$ cat src/rtl/pc_sequencer.sv
// pc_sequencer: next-PC selection (stall/halt/ret/call/jump/branch/increment) with a one-cycle flush after redirects
// Optional return stack enabled by `define PC_CALL_STACK_EN; without it call/ret are ignored and stack_err is 0.
// Ports: clk, rst (async, active-high); pc_cur -> pc_next (combinational);
//        stall, jump, branch, br_cond, target, call, ret, halt, resume controls;
//        halted, flush, stack_err registered status.
module pc_sequencer #(
  parameter int DATA_WIDTH = 8,
  parameter logic [DATA_WIDTH-1:0] RESET_VECTOR = '0,
  parameter int STACK_DEPTH = 4
) (
  input  logic                  clk,
  input  logic                  rst,
  input  logic [DATA_WIDTH-1:0] pc_cur,
  output logic [DATA_WIDTH-1:0] pc_next,
  input  logic                  stall,
  input  logic                  jump,
  input  logic                  branch,
  input  logic                  br_cond,
  input  logic [DATA_WIDTH-1:0] target,
  input  logic                  call,
  input  logic                  ret,
  input  logic                  halt,
  input  logic                  resume,
  output logic                  halted,
  output logic                  flush,
  output logic                  stack_err
);
  typedef enum logic [1:0] {BOOT, RUN, HALT} state_t;
  state_t state, state_n;
  logic [DATA_WIDTH-1:0] pc_inc, top;
  logic redirect, push, pop, err_set, empty, full, call_en, ret_en;
  assign pc_inc = pc_cur + 1'b1;
  always_comb begin
    state_n = state;
    pc_next = pc_inc;
    redirect = 1'b0;
    push = 1'b0;
    pop = 1'b0;
    err_set = 1'b0;
    case (state)
      BOOT: begin
        pc_next = RESET_VECTOR;
        state_n = RUN;
      end
      HALT: begin
        pc_next = pc_cur;
        state_n = (resume && !halt) ? RUN : HALT;
      end
      default: begin
        if (stall) pc_next = pc_cur;
        else if (halt) begin
          pc_next = pc_cur;
          state_n = HALT;
        end else if (ret_en) begin
          pop = !empty;
          err_set = empty;
          redirect = !empty;
          pc_next = empty ? pc_inc : top;
        end else if (call_en) begin
          push = !full;
          err_set = full;
          redirect = !full;
          pc_next = full ? pc_inc : target;
        end else if (jump || (branch && br_cond)) begin
          redirect = 1'b1;
          pc_next = target;
        end
      end
    endcase
  end
  always_ff @(posedge clk or posedge rst) begin
    if (rst) begin
      state <= BOOT;
      flush <= 1'b0;
      halted <= 1'b0;
    end else begin
      state <= state_n;
      flush <= redirect;
      halted <= state_n == HALT;
    end
  end
`ifdef PC_CALL_STACK_EN
  localparam int SW = $clog2(STACK_DEPTH + 1);
  logic [SW-1:0] sp;
  logic [DATA_WIDTH-1:0] stack [2**SW];
  assign call_en = call;
  assign ret_en = ret;
  assign empty = sp == '0;
  assign full = sp == SW'(STACK_DEPTH);
  assign top = stack[sp - 1'b1];
  always_ff @(posedge clk or posedge rst) begin
    if (rst) begin
      sp <= '0;
      stack_err <= 1'b0;
    end else begin
      sp <= push ? sp + 1'b1 : pop ? sp - 1'b1 : sp;
      stack_err <= stack_err | err_set;
    end
  end
  always_ff @(posedge clk) begin
    if (push) stack[sp] <= pc_inc;
  end
`else
  logic unused_stack;
  assign call_en = 1'b0;
  assign ret_en = 1'b0;
  assign empty = 1'b1;
  assign full = 1'b1;
  assign top = '0;
  assign stack_err = 1'b0;
  assign unused_stack = ^{call, ret, push, pop, err_set, STACK_DEPTH};
`endif
endmodule

$ cat config.mk
export PLATFORM = sky130hd
export DESIGN_NAME = pc_sequencer
export DESIGN_NICKNAME = d
export VERILOG_FILES = /design/src/rtl/pc_sequencer.sv
export SDC_FILE = /design/constraint.sdc
export NUM_CORES = 1
export LEC_CHECK = 0
export CAP_MARGIN = 10
export CORE_MARGIN = 4
export CORE_UTILIZATION = 29
export DETAILED_ROUTE_END_ITERATION = 6
export PLACE_DENSITY = 0.75
export SLEW_MARGIN = 40
export SYNTH_ARGS = -nofsm -noshare
export SYNTH_HDL_FRONTEND = slang
export SYNTH_SLANG_ARGS = --single-unit
$ cat constraint.sdc
create_clock -name clk -period 1.6 [get_ports clk]
set_clock_uncertainty 0.05 [all_clocks]
set_input_delay 0.32 -clock clk [delete_from_list [all_inputs] [get_ports clk]]
set_output_delay 0.32 -clock clk [all_outputs]
set_load 0.05 [all_outputs]
==> impl_table.tex, run 1 <==
\begin{tabular}{lr}
\hline
Metric & Value \\
\hline
\multicolumn{2}{l}{\textbf{Run status}} \\
\quad Result of the run & complete, but fails checks \\
\quad Violations in the final reports & negative setup slack \\
\multicolumn{2}{l}{\textbf{Final layout}} \\
\quad Share of post-route cells with drive strength above 1 & a little under three fifths \\
\quad Area grow syn2layout & 184\% \\
\quad Post-Route Utilization & 87.8\% \\
\quad Non-Filler Instances & 141 \\
\quad Ant. Diodes & 0 \\
\quad Most used cells in the layout excluding fill and tap cells & buf\_4 (19), clkdlybuf4s50\_1 (13), buf\_12 (7) \\
\quad Number of nets in the finished design & 154 \\
\quad Most common cell after layout, fill and taps aside & buf\_4 \\
\quad Final instance area & approximately 0.0013 mm² \\
\multicolumn{2}{l}{\textbf{Place}} \\
\quad Detailed Place HPWL & approximately 1.4 mm \\
\quad Placed instance count & 131 \\
\quad Number of buffers inserted by port buffering & 33 \\
\quad Global placer's final weighted congestion & 0.778 \\
\quad Dpl cell area & slightly above 0.001 mm² \\
\multicolumn{2}{l}{\textbf{Run}} \\
\quad Max-Cap Viols & 0 \\
\multicolumn{2}{l}{\textbf{Setup path}} \\
\quad Required time of the critical path & between 1 and 1.5 ns \\
\quad Crit-path max FO & 2 \\
\quad Critical path class & in -> out \\
\quad Critical path arrival & $\sim$1.8 ns \\
\quad Setup slack of the most critical reg-to-reg path & 0.20 ns \\
\quad Worst reg-to-reg path cell count & 4 \\
\quad Crit path from & pc\_cur[6] \\
\quad Type of element capturing the critical path & primary output \\
\quad Destination of the worst register-to-register timing path & flush \\
\quad Element type at the critical path start & input pin \\
\quad FF-to-FF Start & state[0] \\
\multicolumn{2}{l}{\textbf{Route}} \\
\quad Average wire per standard cell & $\sim$18 µm \\
\quad Vias per cell & $\sim$5.6 \\
\quad Antenna Violating Nets Remaining & 0 \\
\quad Via total after detailed routing & approximately 790 \\
\quad Total Wirelength & about 2.5 mm \\
\quad Number of search-and-repair iterations in the first detailed-routing pass & 4 \\
\quad DRC viols & 0 \\
\quad 1st-iter DRT viols & 25 \\
\multicolumn{2}{l}{\textbf{Floorplan}} \\
\quad Area of the core & about 0.0015 mm² \\
\quad Die Footprint & roughly 0.0023 mm² \\
\quad I/O pin count & 37 \\
\quad Chip Width & about 48 µm \\
\quad Vertical die dimension & a little under 50 µm \\
\quad Placement Rows & 14 \\
\quad Effective utilization at floorplan & a little under a third \\
\multicolumn{2}{l}{\textbf{CTS}} \\
\quad Clock tree from TritonCTS & done \\
\quad Clock-pin slew on the worst setup and hold paths & 0.04 ns \\
\quad Inserted Clock Buffers & 3 \\
\quad Clock Sinks & 4 \\
\quad CTS H-tree depth & 1 \\
\quad Number of buffers between clock root and the deepest sink & 2 \\
\quad Clock Root Buffer & clkbuf\_4 \\
\quad Clock latency of the later-clocked register in the worst-skew pair & 0.23 ns \\
\quad Count of hold buffers inserted by post-cts repair & 0 \\
\multicolumn{2}{l}{\textbf{Logic synthesis}} \\
\quad Unique cell type count in the Yosys netlist & 26 \\
\quad Post-synthesis area per instance & 7.05 µm² \\
\quad Synth Area in Simple Gates & 29.8\% \\
\quad Complex-gate fraction of the synthesized area & between 30\% and 40\% \\
\quad Netlist area before placement & around 470 µm² \\
\quad Mux contribution to synthesized area & 2.15\% \\
\quad Fraction of synthesized cell area in xor and xnor cells & 0\% \\
\quad Register area share after synthesis & 21.5\% \\
\quad Flop and latch count out of synthesis & 4 \\
\quad Yosys Warn Count & 0 \\
\quad Instance count of the mapped netlist & 66 \\
\quad Total nets after synthesis & 93 \\
\quad Dominant combinational cell family by area after synthesis & compound AO/OA/AOI/OAI gates \\
\quad Adder and majority cell fraction of the synthesized area & 2.69\% \\
\multicolumn{2}{l}{\textbf{Global route}} \\
\quad Antenna violations before repair & 0 \\
\quad Via count of the first global-routing pass & $\sim$840 \\
\quad Total congestion overflow after global routing & 0 \\
\quad GRT Overall Usage & a little under a quarter \\
\quad Pin count of the biggest net entering global routing & 6 \\
\quad First-pass GRT wire length & about 3.7 mm \\
\multicolumn{2}{l}{\textbf{Timing}} \\
\quad FMAX & 466 MHz \\
\quad Smallest setup slack after layout & -0.547 ns \\
\quad Unrepaired setup endpoints after global routing & yes \\
\quad Share of the cycle needed by the critical path after routing & 134\% \\
\quad Final hold violations & 0 \\
\quad Final period demand of the worst path & between 2 and 2.5 ns \\
\quad Total setup violations reported at the end of the flow & 8 \\
\quad Worst hold slack & approximately 0.22 ns \\
\quad Max-slew violation count & 0 \\
\multicolumn{2}{l}{\textbf{Pwr}} \\
\quad Overall power consumption & 1.30 mW \\
\quad Leakage power summed over all cells & between 0.5 and 0.6 nW \\
\quad Switching share of power & a little under half \\
\quad Clock network fraction of total power & between 9 and 10\% \\
\quad Part of the total power dissipated in combinational logic & between 70\% and 80\% \\
\quad Total power density per cell area & slightly below 1000 mW/mm² \\
\quad Switching power & 0.584 mW \\
\quad Proportion of power drawn by flip-flops and latches & 12.0\% \\
\quad Worst vdd rail ir drop & around 960 µV \\
\quad Internal & just over 0.7 mW \\
\multicolumn{2}{l}{\textbf{Worst hold path}} \\
\quad Hold Crit Class & in -> async \\
\hline
\end{tabular}
## logic make-up (layout without fill, tap and decap cells)
logic type	count (synthesis)	in the layout
buf+inv	7	65
simple gates	26	26
compound gates	26	27
fa+ha+maj	1	1
flops	4	4
mux	1	1
other cells	1	1
## worst max-delay path by stage
stage                 end  slack [ns]
3_3_place_gp   pc_next[5]       -0.68
5_1_grt        pc_next[7]       -0.60
6_report       pc_next[7]       -0.55
3_5_place_dp   pc_next[5]       -0.71
2_1_floorplan  pc_next[7]       -0.26
4_1_cts        pc_next[7]       -0.51
## power by group through the flow
| stage | sequential, mW | clock [mW] | combinational, mW |
|---|---|---|---|
| floorplan | 0.197 | 0 | 0.395 |
| global placement | 0.151 | 0 | 0.805 |
| detailed placement | 0.152 | 0 | 0.814 |
| CTS | 0.150 | 0.122 | 0.972 |
| global route | 0.158 | 0.135 | 1.06 |
| finish | 0.155 | 0.118 | 1.02 |
## worst max-delay path, stage by stage
cell and delay [ns]:
clkdlybuf4s50_1 0.48, nand2_1 0.08, nor3_2 0.27, o21ai_2 0.10, a221o_2 0.37, buf_8 0.16
## flip-flops by register name, indices dropped and copies added (netlist names)
name and flops:
state 2, halted 1, flush 1
## area by class of cell
| cell class | count | area (µm²) |
|---|---|---|
| well taps | 16 | 20.0 |
| multi-input cells | 56 | 546 |
| fillers | 69 | 184 |
| repair buffers | 58 | 619 |
| inverters | 4 | 15.0 |
| flip-flops and latches | 4 | 100 |
| clock buffers | 3 | 22.5 |
## Yosys cell counts (all sizes together)
master / instances / area share, %
o211ai: 1 / 1.6
o2bb2ai: 2 / 3.8
nand2b: 1 / 1.3
nor4: 2 / 2.7
o21ai: 7 / 7.5
a21oi: 9 / 9.7
buf: 2 / 4.0
a221o: 2 / 4.3
nor3: 3 / 3.2
o22ai: 2 / 2.7
dfrtp: 4 / 22
nor4b: 1 / 3.2
nand2: 7 / 5.6
or2: 1 / 1.3
clkbuf: 1 / 0.81
ha: 1 / 2.7
conb: 1 / 0.81
mux2i: 1 / 2.2
a41o: 1 / 2.2
nor2: 5 / 4.0
inv: 4 / 3.2
or3b: 1 / 2.4
nor3b: 1 / 1.6
nand3: 4 / 4.3
a21o: 2 / 3.2
## routing by layer
layer | part of all wire [%] | wire [µm] | global-route usage [%] | up-vias
met2 | 52 | 1320 | 41.7 | 25
li1 | - | - | - | 368
met3 | 3.8 | 96 | 5.26 | 2
met4 | 0.95 | 24 | 11.8 | 0
met1 | 43 | 1100 | 26.3 | 393
met5 | 0 | 0 | 0 | -
## metrics by stage
stage	setup slack [ns]	TNS [ns]
5_1_grt	-0.601	-3.67
3_3_place_gp	-0.680	-4.89
4_1_cts	-0.511	-3.12
2_1_floorplan	-0.257	-1.43
3_5_place_dp	-0.707	-5.04
6_report	-0.547	-3.29
## repair_timing
action                                 CTS  global route
setup buffers                            5             1
endpoints found under the hold margin    0             0
setup endpoints to repair                8             8
gates resized for setup                 58             9
pin swaps                               15             5
gates cloned                             2             0
(Power assumes the default switching activity.)
==> run 2: changes to the inputs <==
--- a/config.mk
+++ b/config.mk
@@ -6,10 +6,10 @@
 export NUM_CORES = 1
 export LEC_CHECK = 0
 export CAP_MARGIN = 10
-export CORE_MARGIN = 4
-export CORE_UTILIZATION = 29
+export CORE_AREA = 4 4 41 43
 export DETAILED_ROUTE_END_ITERATION = 6
-export PLACE_DENSITY = 0.75
+export DIE_AREA = 0 0 45 47
+export DONT_BUFFER_PORTS = 1
 export SLEW_MARGIN = 40
 export SYNTH_ARGS = -nofsm -noshare
 export SYNTH_HDL_FRONTEND = slang
==> run 2 against run 1 <==
The run still ends with negative setup slack left. Power down 19%. Sequential share of layout area is 4.4 points higher. Flip-flop and latch count unchanged. Sequential power grew 21%. Register-to-register slack gained 0.13 ns.
==> impl_table.tex, run 2 (synthesis results as in run 1) <==
\begin{tabular}{lr}
\hline
Metric & Value \\
\hline
\multicolumn{2}{l}{\textbf{Route}} \\
\quad Number of search-and-repair iterations in the first detailed-routing pass & 4 (unchanged) \\
\quad Via total after detailed routing & 614 (-22\%) \\
\quad Total Wirelength & 1.54 mm (-39\%) \\
\quad Vias per cell & 5.85 (+4.6\%) \\
\quad Average wire per standard cell & 14.7 µm (-18\%) \\
\quad DRC viols & 0 (unchanged) \\
\quad 1st-iter DRT viols & 16 (-36\%) \\
\quad Antenna Violating Nets Remaining & 0 (unchanged) \\
\multicolumn{2}{l}{\textbf{Setup path}} \\
\quad Setup slack of the most critical reg-to-reg path & 0.33 ns (+0.13 ns) \\
\quad Worst reg-to-reg path cell count & 6 (+2) \\
\quad Type of element capturing the critical path & primary output \\
\quad Crit path from & state[0] \\
\quad Critical path class & reg -> out \\
\quad Critical path arrival & 1.69 ns (-0.09 ns) \\
\quad Required time of the critical path & 1.23 ns (about the same) \\
\quad Capture point of the worst path & pc\_next[7] \\
\quad FF-to-FF Start & state[0] \\
\quad Element type at the critical path start & flip-flop \\
\quad Destination of the worst register-to-register timing path & state[0] \\
\quad Crit-path max FO & 5 (+3) \\
\multicolumn{2}{l}{\textbf{Final layout}} \\
\quad Number of fill cells in the layout & 117 (+70\%) \\
\quad Max reg flops & 2 (unchanged) \\
\quad Area grow syn2layout & 80.4\% \\
\quad Regs by FF count & state: 2 flops, flush: 1 flops, halted: 1 flops \\
\quad Final instance area & 840 µm² (-37\%) \\
\quad Ant. Diodes & 0 (unchanged) \\
\quad Multi-input gate area in the final layout & 418 µm² (-23\%) \\
\quad Sequential cell area in the final layout & 100 µm² (unchanged) \\
\quad Share of post-route cells with drive strength above 1 & 46.7\% (-9.3 points) \\
\quad Register with the most flip-flops & state \\
\quad Most used cells in the layout excluding fill and tap cells & buf\_4 (15), a21oi\_1 (6), nand2\_1 (6), buf\_12 (6), nor2\_1 (5) \\
\quad Number of nets in the finished design & 119 (-23\%) \\
\quad Most common cell after layout, fill and taps aside & buf\_4 \\
\quad Post-Route Utilization & 64.5\% (-23 points) \\
\multicolumn{2}{l}{\textbf{Global route}} \\
\quad Pin count of the biggest net entering global routing & 9 (+3) \\
\quad Total congestion overflow after global routing & 0 (unchanged) \\
\quad First-pass GRT wire length & 2.43 mm (-35\%) \\
\quad Antenna violations before repair & 0 (unchanged) \\
\quad GRT Overall Usage & 15.6\% (-8.1 points) \\
\quad Via count of the first global-routing pass & 614 (-27\%) \\
\multicolumn{2}{l}{\textbf{Run status}} \\
\quad Violations in the final reports & negative setup slack \\
\quad Result of the run & complete, but fails checks \\
\multicolumn{2}{l}{\textbf{Floorplan}} \\
\quad Placement Rows & 13 (-1) \\
\quad Chip Width & 45 µm (-6.4\%) \\
\quad I/O pin count & 37 (unchanged) \\
\quad Die Footprint & 0.00212 mm² (-8.4\%) \\
\quad Area of the core & 0.00130 mm² (-14\%) \\
\quad Vertical die dimension & 47 µm (-2.2\%) \\
\quad Effective utilization at floorplan & 35.8\% (+4.9 points) \\
\multicolumn{2}{l}{\textbf{Timing}} \\
\quad Max-slew violation count & 0 (unchanged) \\
\quad Smallest setup slack after layout & -0.460 ns (+0.0870 ns) \\
\quad Total setup violations reported at the end of the flow & 8 (unchanged) \\
\quad Unrepaired setup endpoints after global routing & yes \\
\quad FMAX & 485 MHz (+4.2\%) \\
\quad Final hold violations & 0 (unchanged) \\
\quad Final period demand of the worst path & 2.06 ns (-0.0870 ns) \\
\quad Share of the cycle needed by the critical path after routing & 129\% (-5.4 points) \\
\multicolumn{2}{l}{\textbf{Pwr}} \\
\quad Internal & 0.567 mW (-20\%) \\
\quad Clock network fraction of total power & 11.8\% (+2.7 points) \\
\quad Part of the total power dissipated in combinational logic & 70.3\% (-8.6 points) \\
\quad Switching share of power & 45.8\% (+0.67 points) \\
\quad Proportion of power drawn by flip-flops and latches & 17.9\% (+5.9 points) \\
\quad Leakage power summed over all cells & 0.363 nW (-34\%) \\
\quad Total power density per cell area & 1240 mW/mm² (+27\%) \\
\quad Switching power & 0.478 mW (-18\%) \\
\quad Worst vdd rail ir drop & 731 µV (-24\%) \\
\multicolumn{2}{l}{\textbf{Worst hold path}} \\
\quad Hold Crit Class & in -> reg \\
\multicolumn{2}{l}{\textbf{CTS}} \\
\quad Clock-pin slew on the worst setup and hold paths & 0.04 ns (about the same) \\
\quad CTS H-tree depth & 1 (unchanged) \\
\quad Inserted Clock Buffers & 3 (unchanged) \\
\quad Number of buffers between clock root and the deepest sink & 2 (unchanged) \\
\quad Clock Sinks & 4 (unchanged) \\
\quad Clock Root Buffer & clkbuf\_4 \\
\quad Clock tree from TritonCTS & done \\
\quad Clock latency of the later-clocked register in the worst-skew pair & 0.23 ns (about the same) \\
\multicolumn{2}{l}{\textbf{Place}} \\
\quad Number of buffers inserted by port buffering & 0 (-100\%) \\
\quad Dpl cell area & 747 µm² (-28\%) \\
\quad Global placer's final weighted congestion & 0.817 (+5.0\%) \\
\quad Detailed Place HPWL & 1.17 mm (-13\%) \\
\multicolumn{2}{l}{\textbf{Run}} \\
\quad Max-Cap Viols & 0 (unchanged) \\
\hline
\end{tabular}
==> run 2: worst min path at each step <==
stage / to / cells past startpoint / from
floorplan: flush / 1 / rst
global placement: halted / 1 / rst
detailed placement: flush / 1 / rst
CTS: halted / 1 / resume
global route: halted / 1 / resume
finish: halted / 1 / resume
==> run 2: metal layers <==
metal | up-vias | global-route usage [%] | part of all wire, %
met2 | 27 | 28.2 | 56
met4 | 0 | 9.94 | 4.0
met1 | 287 | 15.7 | 32
met3 | 6 | 4.21 | 8.2
li1 | 294 | - | -
met5 | - | 0 | 0
==> run 2: cell type report <==
class                      count  area share, %
sequential                     4           11.9
tap                           15           2.24
multi-input combinational     55           49.8
timing repair buffer          24           31.6
clock buffer                   3           2.68
inverter                       4           1.79
==> run 2: power groups by stage <==
stage	Clock, mW	Sequential, mW	Combinational, mW
finish	0.123	0.187	0.735
global route	0.140	0.193	0.775
CTS	0.125	0.187	0.688
detailed placement	0	0.191	0.659
global placement	0	0.190	0.653
floorplan	0	0.197	0.395
==> run 2: repair_timing <==
item | in CTS | in global routing
pin swaps | 3 | 3
hold endpoints to repair | 4 | 0
gates cloned | 0 | 0
buffers inserted | 1 | 1
hold buffers | 1 | 0
setup endpoints to repair | 8 | 8
resized for setup | 4 | 8
==> run 2: critical path, stage by stage (launching register included) <==
cell,delay [ns]
dfrtp_1,0.34
or3b_4,0.44
nand2_4,0.09
o21ai_2,0.06
a221o_2,0.53
==> run 2: metrics by stage <==
step / hold slack (ns) / setup TNS [ns] / power, mW / instances / setup WS, ns
after floorplan: 0.0361 / -1.43 / 0.592 / 66 / -0.257
after global placement: 0.0460 / -1.06 / 0.843 / 99 / -0.230
after detailed placement: 0.0479 / -1.24 / 0.850 / 99 / -0.268
after CTS: 0.170 / -2.74 / 1.00 / 104 / -0.425
after global routing: 0.180 / -3.48 / 1.11 / 105 / -0.544
final: 0.171 / -2.67 / 1.04 / 105 / -0.460
